[config.mk]
export PLATFORM = sky130hd
export DESIGN_NAME = nibble_serial_adder_flat
export DESIGN_NICKNAME = d
export VERILOG_FILES = /design/src/rtl/nibble_serial_adder_if.sv /design/src/rtl/nibble_serial_adder.sv /design/src/flat_wrapper.sv
export SDC_FILE = /design/constraint.sdc
export NUM_CORES = 1
export LEC_CHECK = 0
export BUFFER_PORTS_ARGS = -buffer_cell sky130_fd_sc_hd__buf_2
export CORE_ASPECT_RATIO = 0.6
export CORE_MARGIN = 2
export CORE_UTILIZATION = 35
export CTS_CLUSTER_DIAMETER = 120
export CTS_CLUSTER_SIZE = 30
export DETAILED_ROUTE_END_ITERATION = 8
export SLEW_MARGIN = 20
export SYNTH_ARGS = -nofsm -noshare
export SYNTH_HDL_FRONTEND = slang
export SYNTH_SLANG_ARGS = --single-unit
[constraint.sdc]
create_clock -name clk -period 3.7 [get_ports clk]
set_clock_uncertainty 0.2 [all_clocks]
set_input_delay 0.555 -clock clk [delete_from_list [all_inputs] [get_ports clk]]
set_output_delay 0.555 -clock clk [all_outputs]
set_load 0.03 [all_outputs]
[src/rtl/nibble_serial_adder_if.sv]
// Requester-side bundle for nibble_serial_adder: start/busy/done handshake,
// operands, and the registered result with its carry and overflow flags.
interface nibble_serial_adder_if #(
  parameter int unsigned NIBBLES = 4
);
  localparam int unsigned W = 4 * NIBBLES;

  // Request side
  logic         start;
  logic [W-1:0] a;
  logic [W-1:0] b;
  logic         cin;
  logic         sub;

  // Result side
  logic         busy;
  logic         done;
  logic [W-1:0] sum;
  logic         cout;
  logic         ovf;

  // The requester drives operands and sees the result.
  modport master (
    output start,
    output a,
    output b,
    output cin,
    output sub,
    input  busy,
    input  done,
    input  sum,
    input  cout,
    input  ovf
  );

  // The sequencer samples operands and drives the result.
  modport slave (
    input  start,
    input  a,
    input  b,
    input  cin,
    input  sub,
    output busy,
    output done,
    output sum,
    output cout,
    output ovf
  );
endinterface

[src/rtl/nibble_serial_adder.sv]
// Multi-cycle W = 4*NIBBLES bit adder/subtractor built around one 4-bit
// adder slice. One nibble per clock, least-significant first, with a
// registered carry chaining the passes. Subtraction is A + ~B + 1 - cin.
module nibble_serial_adder #(
  parameter int unsigned NIBBLES = 4
) (
  input logic                  clk,
  input logic                  rst_n,
  nibble_serial_adder_if.slave bus
);

  localparam int unsigned W    = 4 * NIBBLES;
  localparam int unsigned CntW = (NIBBLES > 1) ? $clog2(NIBBLES) : 1;
  localparam logic [CntW-1:0] LastK = CntW'(NIBBLES - 1);

  typedef enum logic [1:0] {
    StIdle,
    StRun,
    StDone
  } state_e;

  state_e          r_state;
  logic [W-1:0]    r_a;
  logic [W-1:0]    r_b;       // already inverted for subtraction
  logic [W-1:0]    r_sum;
  logic            r_carry;
  logic [CntW-1:0] r_k;
  logic            r_busy;
  logic            r_done;
  logic            r_cout;
  logic            r_ovf;

  logic [3:0]      w_a_nib;
  logic [3:0]      w_b_nib;
  logic [3:0]      w_s;
  logic            w_cy;
  logic [W-1:0]    w_sum_next;
  logic            w_last;
  logic            w_ovf;

  // Select the current nibble of each operand and merge the slice result
  // into the running sum; constant part-selects keep every index in range.
  always_comb begin
    w_a_nib    = 4'h0;
    w_b_nib    = 4'h0;
    w_s        = 4'h0;
    w_cy       = 1'b0;
    w_sum_next = r_sum;
    for (int i = 0; i < int'(NIBBLES); i++) begin
      if (r_k == CntW'(i)) begin
        w_a_nib = r_a[4*i +: 4];
        w_b_nib = r_b[4*i +: 4];
      end
    end
    // The shared 4-bit adder slice.
    {w_cy, w_s} = 5'(w_a_nib) + 5'(w_b_nib) + 5'(r_carry);
    for (int i = 0; i < int'(NIBBLES); i++) begin
      if (r_k == CntW'(i)) begin
        w_sum_next[4*i +: 4] = w_s;
      end
    end
    w_last = (r_k == LastK);
    // Signed overflow: like-signed operands producing an opposite-signed result.
    w_ovf  = (r_a[W-1] == r_b[W-1]) && (w_sum_next[W-1] != r_a[W-1]);
  end

  // Sequencer FSM with registered handshake and result flags.
  always_ff @(posedge clk or negedge rst_n) begin
    if (!rst_n) begin
      r_state <= StIdle;
      r_a     <= '0;
      r_b     <= '0;
      r_sum   <= '0;
      r_carry <= 1'b0;
      r_k     <= '0;
      r_busy  <= 1'b0;
      r_done  <= 1'b0;
      r_cout  <= 1'b0;
      r_ovf   <= 1'b0;
    end else begin
      unique case (r_state)
        StIdle, StDone: begin
          r_done <= 1'b0;
          if (bus.start) begin
            r_a     <= bus.a;
            r_b     <= bus.sub ? ~bus.b : bus.b;
            // Two's-complement +1 for subtract, minus the borrow-in.
            r_carry <= bus.cin ^ bus.sub;
            r_k     <= '0;
            r_sum   <= '0;
            r_cout  <= 1'b0;
            r_ovf   <= 1'b0;
            r_busy  <= 1'b1;
            r_state <= StRun;
          end else begin
            r_state <= StIdle;
          end
        end
        StRun: begin
          r_sum   <= w_sum_next;
          r_carry <= w_cy;
          if (w_last) begin
            r_k     <= '0;
            r_busy  <= 1'b0;
            r_done  <= 1'b1;
            r_cout  <= w_cy;
            r_ovf   <= w_ovf;
            r_state <= StDone;
          end else begin
            r_k <= r_k + CntW'(1);
          end
        end
        default: begin
          r_busy  <= 1'b0;
          r_done  <= 1'b0;
          r_state <= StIdle;
        end
      endcase
    end
  end

  assign bus.busy = r_busy;
  assign bus.done = r_done;
  assign bus.sum  = r_sum;
  assign bus.cout = r_cout;
  assign bus.ovf  = r_ovf;

endmodule
[src/flat_wrapper.sv]
// flat-port wrapper written by rule: the top's interface ports become plain ports
module nibble_serial_adder_flat 
#(
  parameter int unsigned NIBBLES = 4
)
  (clk, rst_n, bus_start, bus_a, bus_b, bus_cin, bus_sub, bus_busy, bus_done, bus_sum, bus_cout, bus_ovf);
  nibble_serial_adder_if #(.NIBBLES(NIBBLES)) bus_i ();
  input logic clk;
  input logic rst_n;
  input wire logic [$bits(bus_i.start)-1:0] bus_start;
  input wire logic [$bits(bus_i.a)-1:0] bus_a;
  input wire logic [$bits(bus_i.b)-1:0] bus_b;
  input wire logic [$bits(bus_i.cin)-1:0] bus_cin;
  input wire logic [$bits(bus_i.sub)-1:0] bus_sub;
  output wire logic [$bits(bus_i.busy)-1:0] bus_busy;
  output wire logic [$bits(bus_i.done)-1:0] bus_done;
  output wire logic [$bits(bus_i.sum)-1:0] bus_sum;
  output wire logic [$bits(bus_i.cout)-1:0] bus_cout;
  output wire logic [$bits(bus_i.ovf)-1:0] bus_ovf;
  assign bus_i.start = bus_start;
  assign bus_i.a = bus_a;
  assign bus_i.b = bus_b;
  assign bus_i.cin = bus_cin;
  assign bus_i.sub = bus_sub;
  assign bus_busy = bus_i.busy;
  assign bus_done = bus_i.done;
  assign bus_sum = bus_i.sum;
  assign bus_cout = bus_i.cout;
  assign bus_ovf = bus_i.ovf;
  nibble_serial_adder #(.NIBBLES(NIBBLES)) u_core (.clk(clk), .rst_n(rst_n), .bus(bus_i));
endmodule
# Word-level counts from Yosys, hierarchy flattened
# Index checks and enable logic that the tools add are counted.
totals:
  regBits: 57
  input_bits: 37
  out_inout_bits: 20
  word_cells: 76
op_classes:
  add_sub_neg: 3
  n_eq_ne: 12
  muxes: 33
  n_bitwise: 2
  n_reduce_logical: 12
ops:
  columns: ["op", "n"]
  rows:
  - ["$mux W4", 12]
  - ["$mux W16", 2]
  - ["$pmux W16 S2", 1]
  - ["$not A16 Y16", 1]
  - ["$reduce_and A3 Y1", 4]
  - ["$mux W1", 9]
  - ["$ne A2 B1 Y1 const B", 4]
  - ["$pmux W1 S2", 4]
  - ["$pmux W2 S2", 2]
  - ["$eq A2 B2 Y1 const B", 3]
  - ["$mux W2", 3]
  - ["$reduce_and A2 Y1", 3]
  - ["$add A4 B4 Y5", 1]
  - ["$add A5 B1 Y5", 1]
  - ["$eq A2 B1 Y1 const B", 2]
  - ["$logic_not A2 Y1", 2]
  - ["$add A2 B1 Y2 const B", 1]
  - ["$ne A2 B2 Y1 const B", 1]
  - ["$reduce_bool A2 Y1", 1]
  - ["$reduce_or A2 Y1", 1]
  - ["$eq A1 B1 Y1", 1]
  - ["$logic_and A1 B1 Y1", 1]
  - ["$ne A1 B1 Y1", 1]
  - ["$xor A1 B1 Y1", 1]

# Depth between registers and ports, before layout
# Gate-level depths: netlist (run 1).
logic_depth:
  word_depth: 12
  mapped_depth: 12

# Worst setup path before layout (run 1)
# Ideal clock, no wire load.
synth_timing:
  kind: "reg-to-reg"
  from: "register u_core.r_k[0]"
  to: "register u_core.r_sum[2], in the netlist u_core.bus.sum[2]"
  setup_ns: 0.133
  arrival_ns: 2.315
  setup_slack_ns: 1.053
  path_stages_with_launch: 11
  path_buffers: 1
  synth_period_minus_slack_ns: 2.647
  cell_sequence: "dfrtp_1 > inv_1 > ha_1 > buf_2 > a221oi_1 > nor3_1 > a21oi_1 > fa_1 > fa_1 > xor2_1 > o21ai_0"
synth_via:
  elab_chain_cells: 9
  word_cells_on_any_way: 18
synth_lines:
  columns: ["item", "line_no", "text"]
  rows:
  - ["start, declared", "nibble_serial_adder.sv:27", "logic [CntW-1:0] r_k;"]
  - ["start signal, assigned", "nibble_serial_adder.sv:110", "r_k <= r_k + CntW'(1);"]
  - ["$logic_not A2 Y1", "nibble_serial_adder.sv:50, nibble_serial_adder.sv:58", null]
  - ["$mux W4 (4 in a row)", "nibble_serial_adder.sv:50", "if (r_k == CntW'(i)) begin"]
  - ["$add A4 B4 Y5", "nibble_serial_adder.sv:56", "{w_cy, w_s} = 5'(w_a_nib) + 5'(w_b_nib) + 5'(r_carry);"]
  - ["$add A5 B1 Y5", "nibble_serial_adder.sv:56", null]
  - ["$mux W4", "nibble_serial_adder.sv:58", "if (r_k == CntW'(i)) begin"]
  - ["$pmux W16 S2", "nibble_serial_adder.sv:81", "unique case (r_state)"]
  - ["end signal, assigned", "nibble_serial_adder.sv:100", "r_sum <= w_sum_next;"]
  - ["end, declared", "nibble_serial_adder.sv:25", "logic [W-1:0] r_sum;"]
# Parallel ways exist; a longest one is shown, timed or not. The select of a mux whose other input is x is not followed.
# A chain may end at the register's enable or synchronous reset.

# Worst setup path after layout (run 1)
layout_timing:
  from: "register u_core.r_k[1]"
  to: "register u_core.r_sum[2], in the netlist u_core.bus.sum[2]"
# Same word-level chain as after synthesis.

==> impl_metrics.toml, run 1 <==
[status]
status = "finished clean"

[job]
cap_violations = 0

[final_layout]
fin_area_um2 = 3300
drive_gt1_share_pct = 19.7
fillers = 739
final_net_count = 391
area_growth_pct = 20.4
diodes = 0
layout.cells.most_common_list = "nand2_1 (78), buf_2 (56), dfrtp_1 (56)"
mostFrequentLayoutCell = "nand2_1"

[timing]
rsz0062_at_grt = "no"
hold_slack_ns = 0.0965
maxClockFrequency_mhz = 322
finalCriticalPeriod_ns = 3.10
max_slew_margin_pct = 49.6
setup_violations = 0
tns_ns = 0
tightest_slew_ns = 0.756
hold_viol_final = 0
post-route-period-util_pct = 83.9
slew_viol_final = 0

[clock_network]
clock_latency_ns = 0.30
clkTransAtPathRegs_ns = 0.07
postCtsHoldBufs = 0
cts-root-buf = "clkbuf_16"
cts_resized = 0
htree_levels = 2
cts_tree = "built"
clockBufferDepth = 2
cts_setup_buffers = 0
cts_buffers = 5
cts.sinks = 56

[global_route]
grt.overflow.total = 0
grt.total_usage_pct = 16.6
grt_pass1_wl_mm = 10.9
grt_pass1_vias = 2146
antenna_found_initial = 0
grt_max_degree = 67

[routing]
wire_per_inst_um = 14.6
dr.pass1.iters = 4
ant_nets = 0
viasPerCell = 4.80
drc = 0
drt_wl_total_mm = 6.56
vias = 2159
dr.first_iter.drc_count = 121

[worst_setup_path]
path_buf_inv = 1
crit_top_cell = "fa_1"
setup.worst_path.end_class = "flip-flop"
crit_fanout = 16
slowest_stage = "ha_1"
start_kind = "flip-flop"
cp_slowest_stage_delay_ns = 0.50
path_cells = "inv_1 -> ha_1 -> a221oi_1 -> nor3_1 -> a21oi_1 -> fa_1 -> fa_1 -> xor2_1 -> o21ai_0"
crit_arrival_ns = 3.07
cpLargestDelayFamily = "adder cells"
cp.required_ns = 3.67
crit_type = "reg -> reg"

[place]
hpwl_mm = 4.64
portBuffers = 56
gp_congestion = 0.772
dpl_cell_area_um2 = 3080

[floorplanning]
die_area_um2 = 8580
die_h_um = 72.6
coreArea_um2 = 7420
die-width_um = 118
ios = 57
initial_core_util_pct = 37.0
num_rows = 24

[yosys]
syn_nets = 343
yosys_warnings = 0
synth_area_um2 = 2740
synth-seq-cells = 56
synth_cell_types = 29
synth-seq-area-share_pct = 51.1
syn_avg_cell_area_um2 = 9.23
synthCells = 297

[min_path]
hp-class = "in -> async"

[power_and_ir_drop]
p_leak_uw = 0.00162
ir_drop_mv = 0.316
power.density_nw_per_um2 = 986
-- per-stage QoR --
step                      total power (µW)  instances  util [%]  worst slack, ns
after floorplan                       2140        297         -             1.05
after global placement                2530        442      41.5            0.789
after detailed placement              2570        442      41.5            0.611
after CTS                             3270        450      44.4            0.590
after global routing                  3540        450      44.5            0.375
final                                 3250        450      44.5            0.597
-- state kept, by name (all words and copies together) (netlist names) --
name	flops
u_core.bus.ovf	1
u_core.r_state	1
u_core.bus.cout	1
u_core.bus.busy	1
u_core.r_a	16
u_core.r_carry	1
u_core.r_b	16
u_core.r_k	2
u_core.bus.sum	16
u_core.bus.done	1
-- Yosys cell counts, drive strengths merged --
cell	count	area (µm²)
o31ai	2	15.0
a211o	1	8.76
o211ai	2	15.0
and2b	1	7.51
fa	2	40.0
clkbuf	5	20.0
a22o	1	8.76
nand2	78	293
nand3b	4	30.0
xnor2	18	158
nand3	18	90.1
a21o	3	22.5
buf	12	70.1
nor3	5	25.0
nor2	5	18.8
inv	5	18.8
mux2	1	11.3
nor2b	12	75.1
dfrtp	56	1400
xor2	1	8.76
a21oi	10	50.1
and3	1	6.26
ha	7	87.6
nand2b	2	12.5
a221oi	6	52.6
o21ai	39	195
-- area by class of cell --
cell class | instances | area, µm² | share of cell area (%)
sequential | 56 | 1400 | 42.5
multi-input combinational | 219 | 1240 | 37.5
timing repair buffer | 58 | 295 | 8.95
tap | 104 | 130 | 3.94
clock buffer | 5 | 125 | 3.79
clock inverter | 3 | 90.1 | 2.73
inverter | 5 | 18.8 | 0.569
-- worst reg2reg max path, cell delays in order (launching register included) --
cell	delay, ns
dfrtp_1	0.42
inv_1	0.11
ha_1	0.50
a221oi_1	0.18
nor3_1	0.18
a21oi_1	0.08
fa_1	0.46
fa_1	0.41
xor2_1	0.29
o21ai_0	0.15
-- kinds of logic after synthesis --
| logic type | share of synthesized area (%) |
|---|---|
| muxes | 0.411 |
| DFF | 51.1 |
| xor gates and xnor gates | 6.07 |
| buffers and inverters | 3.97 |
| adders and majority gates | 4.66 |
| AOI/OAI and AO/OA | 13.4 |
| and+or+nand+nor | 20.4 |
-- path summary, 6_finish.rpt --
kind | from | endpoint | slack (ns) | depth (start not counted)
max in group asynchronous | rst_n | u_core.r_b[8] | 2.37 | 2
worst max-delay path | u_core.r_k[1] | u_core.bus.sum[2] | 0.60 | 9
worst max register to register | u_core.r_k[1] | u_core.bus.sum[2] | 0.60 | 9
worst min register to register | u_core.r_b[11] | u_core.r_b[11] | 0.29 | 2
min in group clk | bus_a[4] | u_core.r_a[4] | 0.24 | 3
worst min-delay path | rst_n | u_core.bus.busy | 0.1 | 1
-- per-layer routing --
layer,global-route usage [%],wire length (µm),part of all wire [%],up-vias
met5,0,0,0,-
li1,-,-,-,1087
met3,4.95,346,5.3,13
met4,6.56,135,2.1,0
met2,22.4,2540,39,56
met1,24.6,3540,54,1003
-- report_power, final --
group / switching [µW] / leakage (µW) / internal (µW)
sequential: 186 / 0.000710 / 879
combinational: 967 / 0.000809 / 539
clock: 226 / 0.000104 / 456
total: 1380 / 0.00162 / 1870
Note: power is estimated with default switching activity, not from simulation.
==> run 2, diff against run 1 <==
Clock period 3.7 ns to 2.7 ns, I/O delays scaled along.
==> impl_metrics.toml, run 2 (synthesis gave the netlist of run 1 again) <==
[worst_setup_path]
slowest_stage = "dfrtp_1"
rr_startpoint = "u_core.r_k[0]"
crit_arrival_ns = 2.63
ff2ff_path_depth = 13
path_cells = "buf_4 -> ha_4 -> buf_6 -> nand3b_1 -> a21oi_1 -> a21oi_1 -> o21ai_1 -> ha_1 -> a21oi_2 -> nand2_2 -> xnor2_2 -> buf_4 -> o21ai_1"
rrSetupSlack_ns = 0.04
setup.worst_path.end_class = "flip-flop"
crit_type = "reg -> reg"
cp_slowest_stage_delay_ns = 0.41
crit_fanout = 9
cp.required_ns = 2.68
start_kind = "flip-flop"
r2r-end = "u_core.bus.sum[7]"

[job]
cap_violations = 0

[floorplanning]
num_rows = 24
die_area_um2 = 8580
coreArea_um2 = 7420
die-width_um = 118
ios = 57
initial_core_util_pct = 37.0
die_h_um = 72.6

[clock_network]
cts_tree = "built"
clock_latency_ns = 0.29
clkTransAtPathRegs_ns = 0.07
clockBufferDepth = 2
cts-root-buf = "clkbuf_16"
cts.sinks = 56
htree_levels = 2
cts_buffers = 5

[global_route]
antenna_found_initial = 0
met1_usage_pct = 24.1
grt.total_usage_pct = 15.8
grt_max_degree = 38
gr-usage-met3_pct = 3.69
grt_pass1_wl_mm = 10.7
grt_pass1_vias = 2168
top_usage_layer = "met1"
grtUsageMet2_pct = 22.7
grt.overflow.total = 0

[routing]
dr.first_iter.drc_count = 110
vias = 2200
wire_per_inst_um = 13.8
ant_nets = 0
drc = 0
drt_wl_total_mm = 6.44
viasPerCell = 4.71
dr.pass1.iters = 4

[power_and_ir_drop]
seqPwrFrac_pct = 30.1
ir_drop_mv = 0.497
sw_frac_of_total_pct = 43.6
p_leak_uw = 0.00170
p_switching_uw = 2110
pwr-share-comb_pct = 56.6
power_frac_clock_pct = 13.4
power_uw = 4840
power.density_nw_per_um2 = 1380
power.internal_uw = 2730

[final_layout]
mostFrequentLayoutCell = "nand2_1"
final_net_count = 408
fin_area_um2 = 3510
drive_gt1_share_pct = 29.8
layout.cells.most_common_list = "nand2_1 (77), buf_2 (56), dfrtp_1 (56)"
finalNonFillerCells = 467
diodes = 0
area_growth_pct = 28.2

[min_path]
hp-class = "in -> reg"
hold_path_end = "u_core.r_a[3]"
holdCritStartpoint = "bus_a[3]"
hold_depth = 3

[timing]
setup_violations = 0
post-route-period-util_pct = 98.4
slew_viol_final = 0
hold_slack_ns = 0.0995
tightest_slew_ns = 0.616
rsz0062_at_grt = "yes"
max_slew_margin_pct = 59.0
hold_viol_final = 0
maxClockFrequency_mhz = 376
timing.final.ws_setup_ns = 0.0434
finalCriticalPeriod_ns = 2.66

[place]
portBuffers = 56
gp_congestion = 0.781
dp.cells = 455
hpwl_mm = 4.81
pre_cts_ws_ns = -0.0910
dpl_cell_area_um2 = 3190

[status]
status = "finished clean"
run 2: cell types whose count changed in the layout (fill, tap and decap cells not counted), moves of 3 or more:
cell       delta
a221oi_1      -4
ha_1          -4
a21oi_2       +3
bufinv_16     -3
a21oi_1       -3
o21ai_0       -8
buf_4        +13
o21ai_1       +7
nor2b_1       -3
a221oi_2      +4
ha_4          +3
run 2: worst max-delay path, delay by kind of cell (launching register included):
family | cells | cell delay (ns)
flip-flops | 1 | 0.41
buffers and inverters | 3 | 0.46
AND/OR/NAND/NOR | 2 | 0.24
XOR/XNOR | 1 | 0.16
adder cells (fa/ha/maj) | 2 | 0.50
AO/OA/AOI/OAI | 5 | 0.58
run 2: how the worst max path moves through the flow:
stage,from,to,slack [ns],depth (start not counted)
floorplan,u_core.r_k[0],u_core.bus.sum[2],0.05,10
global placement,u_core.r_k[0],u_core.bus.sum[6],-0.01,9
detailed placement,u_core.r_k[1],u_core.bus.sum[2],-0.09,10
CTS,u_core.r_k[1],u_core.bus.sum[3],0.005,13
global route,u_core.r_k[0],u_core.bus.sum[7],-0.09,13
finish,u_core.r_k[0],u_core.bus.sum[7],0.04,13
run 2: layout make-up:
class / instances / area [µm²]
Clock buffer: 5 / 125
Clock inverter: 3 / 23.8
Fill cell: 750 / 3900
Inverter: 5 / 18.8
Multi-Input combinational cell: 219 / 1370
Sequential cell: 56 / 1400
Tap cell: 104 / 130
Timing Repair Buffer: 75 / 445
run 2: layer usage:
metal / wire length [µm] / vias up / part of all wire [%]
met1: 3400 / 1015 / 53
met2: 2650 / 56 / 41
met4: 49 / 0 / 0.76
li1: - / 1124 / -
met5: 0 / - / 0
met3: 335 / 5 / 5.2
run 2: metrics by stage:
stage / util, % / setup TNS [ns]
floorplan: - / 0
global placement: 43.0 / -0.0169
detailed placement: 43.0 / -0.534
CTS: 45.3 / 0
global route: 47.4 / -0.517
finish: 47.4 / 0
run 2: power groups by stage:
stage	clock, µW	sequential (µW)	combinational (µW)
after global placement	0	1450	2240
final	646	1450	2740
after global routing	695	1500	3020
after CTS	661	1440	2340
after floorplan	0	1570	1360
after detailed placement	0	1460	2270
run 2: repair_timing:
action	4_1_cts	5_1_grt
buffers inserted	0	3
pin swaps	1	12
endpoints found under the hold margin	12	0
setup endpoints to repair	10	15
hold buffers	1	0
gates resized for setup	5	34
